`src/rtl/gerenciador_ativos_rr.sv`:
```
// rtl/gerenciador_ativos_rr.sv - active-node manager with round-robin slot allocation
module gerenciador_ativos_rr #(
    parameter int NUM_NA          = 8,
    parameter int ADR_WIDTH       = 5,
    parameter int DISTANCIA_WIDTH = 5,
    parameter int CUSTO_WIDTH     = 4,
    parameter int WAIT_ON_FULL    = 0,
    parameter int CNT_WIDTH       = $clog2(NUM_NA + 1)
) (
    input  logic                          clk,
    input  logic                          rst,
    input  logic                          req_valid_in,
    output logic                          req_ready_out,
    input  logic                          req_op_in,
    input  logic [ADR_WIDTH-1:0]          endereco_in,
    input  logic [ADR_WIDTH-1:0]          anterior_in,
    input  logic [CUSTO_WIDTH-1:0]        menor_vizinho_in,
    input  logic [DISTANCIA_WIDTH-1:0]    distancia_in,
    input  logic [ADR_WIDTH*NUM_NA-1:0]   na_endereco_in,
    input  logic [NUM_NA-1:0]             na_ativo_in,
    output logic                          ga_valid_out,
    output logic                          ga_op_out,
    output logic [ADR_WIDTH-1:0]          ga_endereco_out,
    output logic [ADR_WIDTH-1:0]          ga_anterior_out,
    output logic [CUSTO_WIDTH-1:0]        ga_menor_vizinho_out,
    output logic [DISTANCIA_WIDTH-1:0]    ga_distancia_out,
    output logic [NUM_NA-1:0]             ga_habilitar_out,
    output logic                          ga_hit_out,
    output logic                          ga_cheio_out,
    output logic                          ga_multi_hit_out,
    output logic [CNT_WIDTH-1:0]          ga_ativos_out,
    output logic                          ocupado
);

    localparam int PTR_W = $clog2(NUM_NA);
    localparam logic [PTR_W-1:0] ULTIMO = PTR_W'(NUM_NA - 1);
    localparam logic OP_DESATIVAR = 1'b1;

    typedef enum logic [1:0] {ST_IDLE, ST_BUSCA, ST_ESPERA, ST_RESP} estado_t;

    estado_t                      state_q;
    logic [NUM_NA-1:0]            pendente_q;
    logic [PTR_W-1:0]             rr_ptr_q;
    logic                         op_q;
    logic [ADR_WIDTH-1:0]         endereco_q;
    logic [ADR_WIDTH-1:0]         anterior_q;
    logic [CUSTO_WIDTH-1:0]       menor_vizinho_q;
    logic [DISTANCIA_WIDTH-1:0]   distancia_q;
    logic                         valid_q;
    logic [NUM_NA-1:0]            habilitar_q;
    logic                         hit_q;
    logic                         cheio_q;
    logic                         multi_q;
    logic [CNT_WIDTH-1:0]         ativos_q;

    logic [NUM_NA-1:0]            hit_vec;
    logic [NUM_NA-1:0]            hit_sel;
    logic                         hit_any;
    logic                         multi_hit;
    logic [NUM_NA-1:0]            livre;
    logic [NUM_NA-1:0]            livre_sel;
    logic                         livre_any;
    logic [PTR_W-1:0]             pick_idx;
    logic [PTR_W-1:0]             rr_ptr_d;
    logic                         avaliando;
    logic [NUM_NA-1:0]            aloca_mask;
    logic [NUM_NA-1:0]            pendente_d;
    logic [CNT_WIDTH-1:0]         ativos_d;

    function automatic int wrap_idx(input int a);
        return (a >= NUM_NA) ? a - NUM_NA : a;
    endfunction

    // Address lookup: lowest-index active match wins, a second match flags multi-hit
    always_comb begin
        hit_vec   = '0;
        hit_sel   = '0;
        hit_any   = 1'b0;
        multi_hit = 1'b0;
        for (int i = 0; i < NUM_NA; i++) begin
            hit_vec[i] = na_ativo_in[i] && (na_endereco_in[ADR_WIDTH*i +: ADR_WIDTH] == endereco_q);
        end
        for (int i = 0; i < NUM_NA; i++) begin
            if (hit_vec[i]) begin
                if (hit_any) begin
                    multi_hit = 1'b1;
                end else begin
                    hit_sel[i] = 1'b1;
                    hit_any    = 1'b1;
                end
            end
        end
    end

    // Round-robin free-slot pick starting at rr_ptr; reserved slots are never offered
    always_comb begin
        livre     = ~na_ativo_in & ~pendente_q;
        livre_sel = '0;
        livre_any = 1'b0;
        pick_idx  = '0;
        for (int off = 0; off < NUM_NA; off++) begin
            if (!livre_any && livre[wrap_idx(int'(rr_ptr_q) + off)]) begin
                livre_any = 1'b1;
                livre_sel[wrap_idx(int'(rr_ptr_q) + off)] = 1'b1;
                pick_idx  = PTR_W'(wrap_idx(int'(rr_ptr_q) + off));
            end
        end
        rr_ptr_d = (pick_idx == ULTIMO) ? '0 : pick_idx + PTR_W'(1);
    end

    // Reservation bookkeeping and occupancy count for the next cycle
    always_comb begin
        avaliando  = (state_q == ST_BUSCA) || (state_q == ST_ESPERA);
        aloca_mask = (avaliando && !hit_any && (op_q != OP_DESATIVAR) && livre_any) ? livre_sel : '0;
        pendente_d = (pendente_q | aloca_mask) & ~na_ativo_in;
        ativos_d   = '0;
        for (int i = 0; i < NUM_NA; i++) begin
            ativos_d = ativos_d + CNT_WIDTH'(na_ativo_in[i] | pendente_q[i]);
        end
    end

    // Request FSM with registered response outputs
    always_ff @(posedge clk) begin
        if (rst) begin
            state_q         <= ST_IDLE;
            pendente_q      <= '0;
            rr_ptr_q        <= '0;
            op_q            <= 1'b0;
            endereco_q      <= '0;
            anterior_q      <= '0;
            menor_vizinho_q <= '0;
            distancia_q     <= '0;
            valid_q         <= 1'b0;
            habilitar_q     <= '0;
            hit_q           <= 1'b0;
            cheio_q         <= 1'b0;
            multi_q         <= 1'b0;
            ativos_q        <= '0;
        end else begin
            valid_q     <= 1'b0;
            habilitar_q <= '0;
            hit_q       <= 1'b0;
            cheio_q     <= 1'b0;
            multi_q     <= 1'b0;
            pendente_q  <= pendente_d;
            ativos_q    <= ativos_d;
            case (state_q)
                ST_IDLE: begin
                    if (req_valid_in) begin
                        op_q            <= req_op_in;
                        endereco_q      <= endereco_in;
                        anterior_q      <= anterior_in;
                        menor_vizinho_q <= menor_vizinho_in;
                        distancia_q     <= distancia_in;
                        state_q         <= ST_BUSCA;
                    end
                end
                ST_BUSCA, ST_ESPERA: begin
                    if (hit_any) begin
                        state_q     <= ST_RESP;
                        valid_q     <= 1'b1;
                        habilitar_q <= hit_sel;
                        hit_q       <= 1'b1;
                        multi_q     <= multi_hit;
                    end else if (op_q == OP_DESATIVAR) begin
                        state_q <= ST_RESP;
                        valid_q <= 1'b1;
                    end else if (livre_any) begin
                        state_q     <= ST_RESP;
                        valid_q     <= 1'b1;
                        habilitar_q <= livre_sel;
                        rr_ptr_q    <= rr_ptr_d;
                    end else if (WAIT_ON_FULL != 0) begin
                        state_q <= ST_ESPERA;
                    end else begin
                        state_q <= ST_RESP;
                        valid_q <= 1'b1;
                        cheio_q <= 1'b1;
                    end
                end
                ST_RESP: begin
                    state_q <= ST_IDLE;
                end
                default: begin
                    state_q <= ST_IDLE;
                end
            endcase
        end
    end

    assign req_ready_out        = (state_q == ST_IDLE);
    assign ocupado              = (state_q != ST_IDLE);
    assign ga_valid_out         = valid_q;
    assign ga_op_out            = op_q;
    assign ga_endereco_out      = endereco_q;
    assign ga_anterior_out      = anterior_q;
    assign ga_menor_vizinho_out = menor_vizinho_q;
    assign ga_distancia_out     = distancia_q;
    assign ga_habilitar_out     = habilitar_q;
    assign ga_hit_out           = hit_q;
    assign ga_cheio_out         = cheio_q;
    assign ga_multi_hit_out     = multi_q;
    assign ga_ativos_out        = ativos_q;

endmodule

```
`config.mk`:
```
export PLATFORM = sky130hd
export DESIGN_NAME = gerenciador_ativos_rr
export DESIGN_NICKNAME = d
export VERILOG_FILES = /design/src/rtl/gerenciador_ativos_rr.sv
export SDC_FILE = /design/constraint.sdc
export NUM_CORES = 1
export LEC_CHECK = 0
export ABC_AREA = 1
export CAP_MARGIN = 20
export CORE_MARGIN = 2
export CORE_UTILIZATION = 40
export CTS_BUF_LIST = sky130_fd_sc_hd__clkbuf_16
export CTS_CLUSTER_DIAMETER = 60
export DETAILED_ROUTE_END_ITERATION = 7
export PLACE_DENSITY = 0.77
export SYNTH_ARGS = -nofsm -noshare
export SYNTH_HDL_FRONTEND = slang
export SYNTH_SLANG_ARGS = --single-unit
```
`constraint.sdc`:
```
create_clock -name clk -period 2.95 [get_ports clk]
set_input_delay 0.4425 -clock clk [delete_from_list [all_inputs] [get_ports clk]]
set_output_delay 0.4425 -clock clk [all_outputs]
set_load 0.05 [all_outputs]
```
==> results.md <==
* Status: finished, final reports clean
* GR Util met3 at 5.52%
* Port bufs at 108
* Residual DRC at 0
* Synth warn at 0
* Initial Utilization at 40.7%
* Crit path DAT at 3.09 ns
* Critical Path End Type: register
* Timing-limited maximum frequency at 343 MHz
* Synth area leaders: dfxtp_1, nand2_1, nor2_1, nand3_1, inv_1
* Initial antenna violation count at 0
* P_sw at 2.81 mW
* Layout cells sized above 1 at 15.4%
* Total gr overflow at 0
* Clk Latency, worst-skew pair at 0.29 ns
* Number of distinct library cells after synthesis at 48
* CTS Sinks at 49
* RSZ-0062 raised after global routing: true
* Switch share at 52.6%
* Max-Cap Viols at 0
* Final Wtd Congestion at 0.898
* Die area at 11200 um2
* Normalized max-slew margin at 57.9%
* Post-synth top area cell: dfxtp_1
* Maximum clock insertion buffer count at 2
* Clock Power Share at 10.5%
* Hold/Removal Path Class: reg2reg
* Final core occ at 57.3%
* Die X at 106 um
* Setup crit start kind: register
* Fin crit period at 2.92 ns
* Core area at 10200 um2
* Largest net degree at the start of global routing at 20
* CTS Buf Count at 5
* Most frequent cell after synthesis: nand2_1
* Syn Area/Cell at 6.17 um2
* Die Ht at 106 um
* Final #Nets at 908
* Worst slew pin tran at 0.631 ns
* Critical path peak fanout at 2
* Worst vdd ir at 0.416 mV
* Post-route cell area at 5870 um2
* DR WL/cell at 14.2 um
* Detailed Route WL at 13500 um
* Inserted Diodes at 0
* Post-synth top flop: dfxtp_1
* Met1 Usage GRT at 30.1%
* Yosys top cell area share at 23.6%
* Final setup fails at 0
* DP Area at 5660 um2
* Routed via count at 4969
* Reg clk slew, reported paths at 0.07 ns
* Cell area after synthesis at 4160 um2
* Final period util at 98.9%
* Worst Path Required at 3.13 ns
* Static leakage at 2.68 nW
* Yosys reg bits at 49
* Vias per inst at 5.21
* Filler cell count at 971
* H-tree level count at 2
* DR iter-0 viols at 347
* Placed Cells at 942
* Reg power frac at 15.9%
* Max incr delay on CP at 0.51 ns
* DR pass1 iterations at 5
* Antenna-violating nets left at 0
* # rows at 37
* Buf/Inv on CP at 4
* Global route hottest layer: met2
* Post-synthesis sequential area ratio at 23.6%
* R2r worst-path depth at 11
* PwrDens at 910 nW/um2
* CTS root buf: clkbuf_16
* First-pass GRT wire length at 22200 um
* Vias in the first global route at 4788
* Post-Synthesis Cells at 675
* Final Skew at 0.00510 ns
* Worst hold path depth at 2
* I/O pin count at 109
* GR Util met2 at 41.9%
* Stages on the worst setup path at 11
* Synthesized net count at 765
* Slowest cell on crit path: fa_2
* EDFF count, synth at 0
* Logic pwr share at 73.6%
* Fin. Hold Viols at 0
* Internal at 2.53 mW
* Post-synth top cells: nand2_1, nor2_1, inv_1
* Critical path cell sequence: nor2_4 > inv_2 > fa_1 > inv_1 > fa_1 > fa_1 > inv_1 > ha_2 > inv_2 > fa_2 > nor2_1
* Area grow syn2layout at 40.9%
* Gr usage total at 24.2%
* FFs w/ async S/R, synth at 0%
* CTS tree: done
* Non-Filler Instances at 954
* WS Path Type: reg2reg
* DP HPWL at 11000 um
* Crit-path most repeated cell: fa_1
* CP top delay family: adder cells
* Slew Viols, Final at 0
-- sequential cells by signal, indices dropped and copies added (netlist names) --
name	count
ga_ativos_out	4
ga_valid_out	1
ga_endereco_out	5
pendente_q	8
ga_menor_vizinho_out	4
ga_distancia_out	5
rr_ptr_q	3
ga_cheio_out	1
ga_op_out	1
ga_anterior_out	5
ga_habilitar_out	8
ga_hit_out	1
state_q	2
ga_multi_hit_out	1
-- cells in the final DEF (no fill, tap or decap), types with 6 or more instances in the layout --
cell type / count
nand2_1: 131
clkdlybuf4s50_1: 105
nor2_1: 97
inv_1: 71
nand3_1: 68
buf_4: 55
dfxtp_1: 46
o21ai_0: 34
a21oi_1: 27
nand4_1: 27
nor3_1: 23
inv_2: 14
ha_1: 13
xor2_1: 11
nor2_2: 7
nor2_4: 7
nand3_2: 7
nand2_2: 7
o21ai_1: 6
o22ai_1: 6
-- kinds of logic (layout without fill, tap and decap cells) --
family / count (synthesis) / after routing / share of synthesized area [%]
fa+ha+maj: 19 / 19 / 6.43
xor+xnor: 15 / 15 / 3.16
flops: 49 / 49 / 23.6
simple gates: 394 / 394 / 44.3
compound gates: 82 / 82 / 10.7
buf+inv: 116 / 259 / 11.8
-- stage by stage --
stage | hold WS [ns] | total power, mW | setup slack [ns] | setup TNS, ns
6_report | 0.450 | 5.34 | 0.0332 | 0
5_1_grt | 0.478 | 5.79 | -0.0681 | -0.161
4_1_cts | 0.451 | 5.23 | -0.0415 | -0.0415
3_5_place_dp | 0.441 | 4.62 | -0.608 | -2.10
3_3_place_gp | 0.436 | 4.53 | -0.559 | -1.60
2_1_floorplan | 0.425 | 3.35 | -0.00649 | -0.00649
-- final timing paths --
kind	startpoint	endpoint	slack [ns]
worst max-delay path	pendente_q[3]$_SDFF_PP0_	ga_ativos_out[1]$_SDFF_PP0_	0.03
worst min-delay path	pendente_q[2]$_SDFF_PP0_	pendente_q[2]$_SDFF_PP0_	0.45
worst max register to register	pendente_q[3]$_SDFF_PP0_	ga_ativos_out[1]$_SDFF_PP0_	0.03
worst min register to register	pendente_q[2]$_SDFF_PP0_	pendente_q[2]$_SDFF_PP0_	0.45
-- timing repair --
action	in CTS	in global routing
pin swaps	7	8
hold buffers	0	0
setup endpoints to repair	3	7
gates resized for setup	17	14
setup buffers	4	1
-- power by group through the flow --
| stage | combinational, mW | sequential, mW | clock (mW) |
|---|---|---|---|
| 2_1_floorplan | 2.24 | 1.11 | 0 |
| 3_3_place_gp | 3.67 | 0.857 | 0 |
| 3_5_place_dp | 3.76 | 0.860 | 0 |
| 4_1_cts | 3.81 | 0.851 | 0.565 |
| 5_1_grt | 4.33 | 0.863 | 0.598 |
| 6_report | 3.93 | 0.852 | 0.559 |
-- worst register-to-register path: stages (launching register included) --
cell and delay, ns:
dfxtp_2 0.34, nor2_4 0.11, inv_2 0.05, fa_1 0.49, inv_1 0.05, fa_1 0.49
fa_1 0.42, inv_1 0.08, ha_2 0.18, inv_2 0.04, fa_2 0.51, nor2_1 0.04
-- routing by layer --
metal	vias to the layer above	wire length (um)
li1	2476	-
met1	2286	5730
met2	174	6530
met3	33	965
met4	0	297
met5	-	0
-- final cells by class --
cell class / count / area [um2] / share of cell area, %
well taps: 136 / 170 / 2.90
clock inverters: 2 / 11.3 / 0.192
flip-flops and latches: 49 / 985 / 16.8
repair buffers: 164 / 1490 / 25.4
inverters: 88 / 330 / 5.63
clock buffers: 5 / 125 / 2.13
multi-input cells: 510 / 2760 / 47.0
Power figures use the tool's default switching activity.
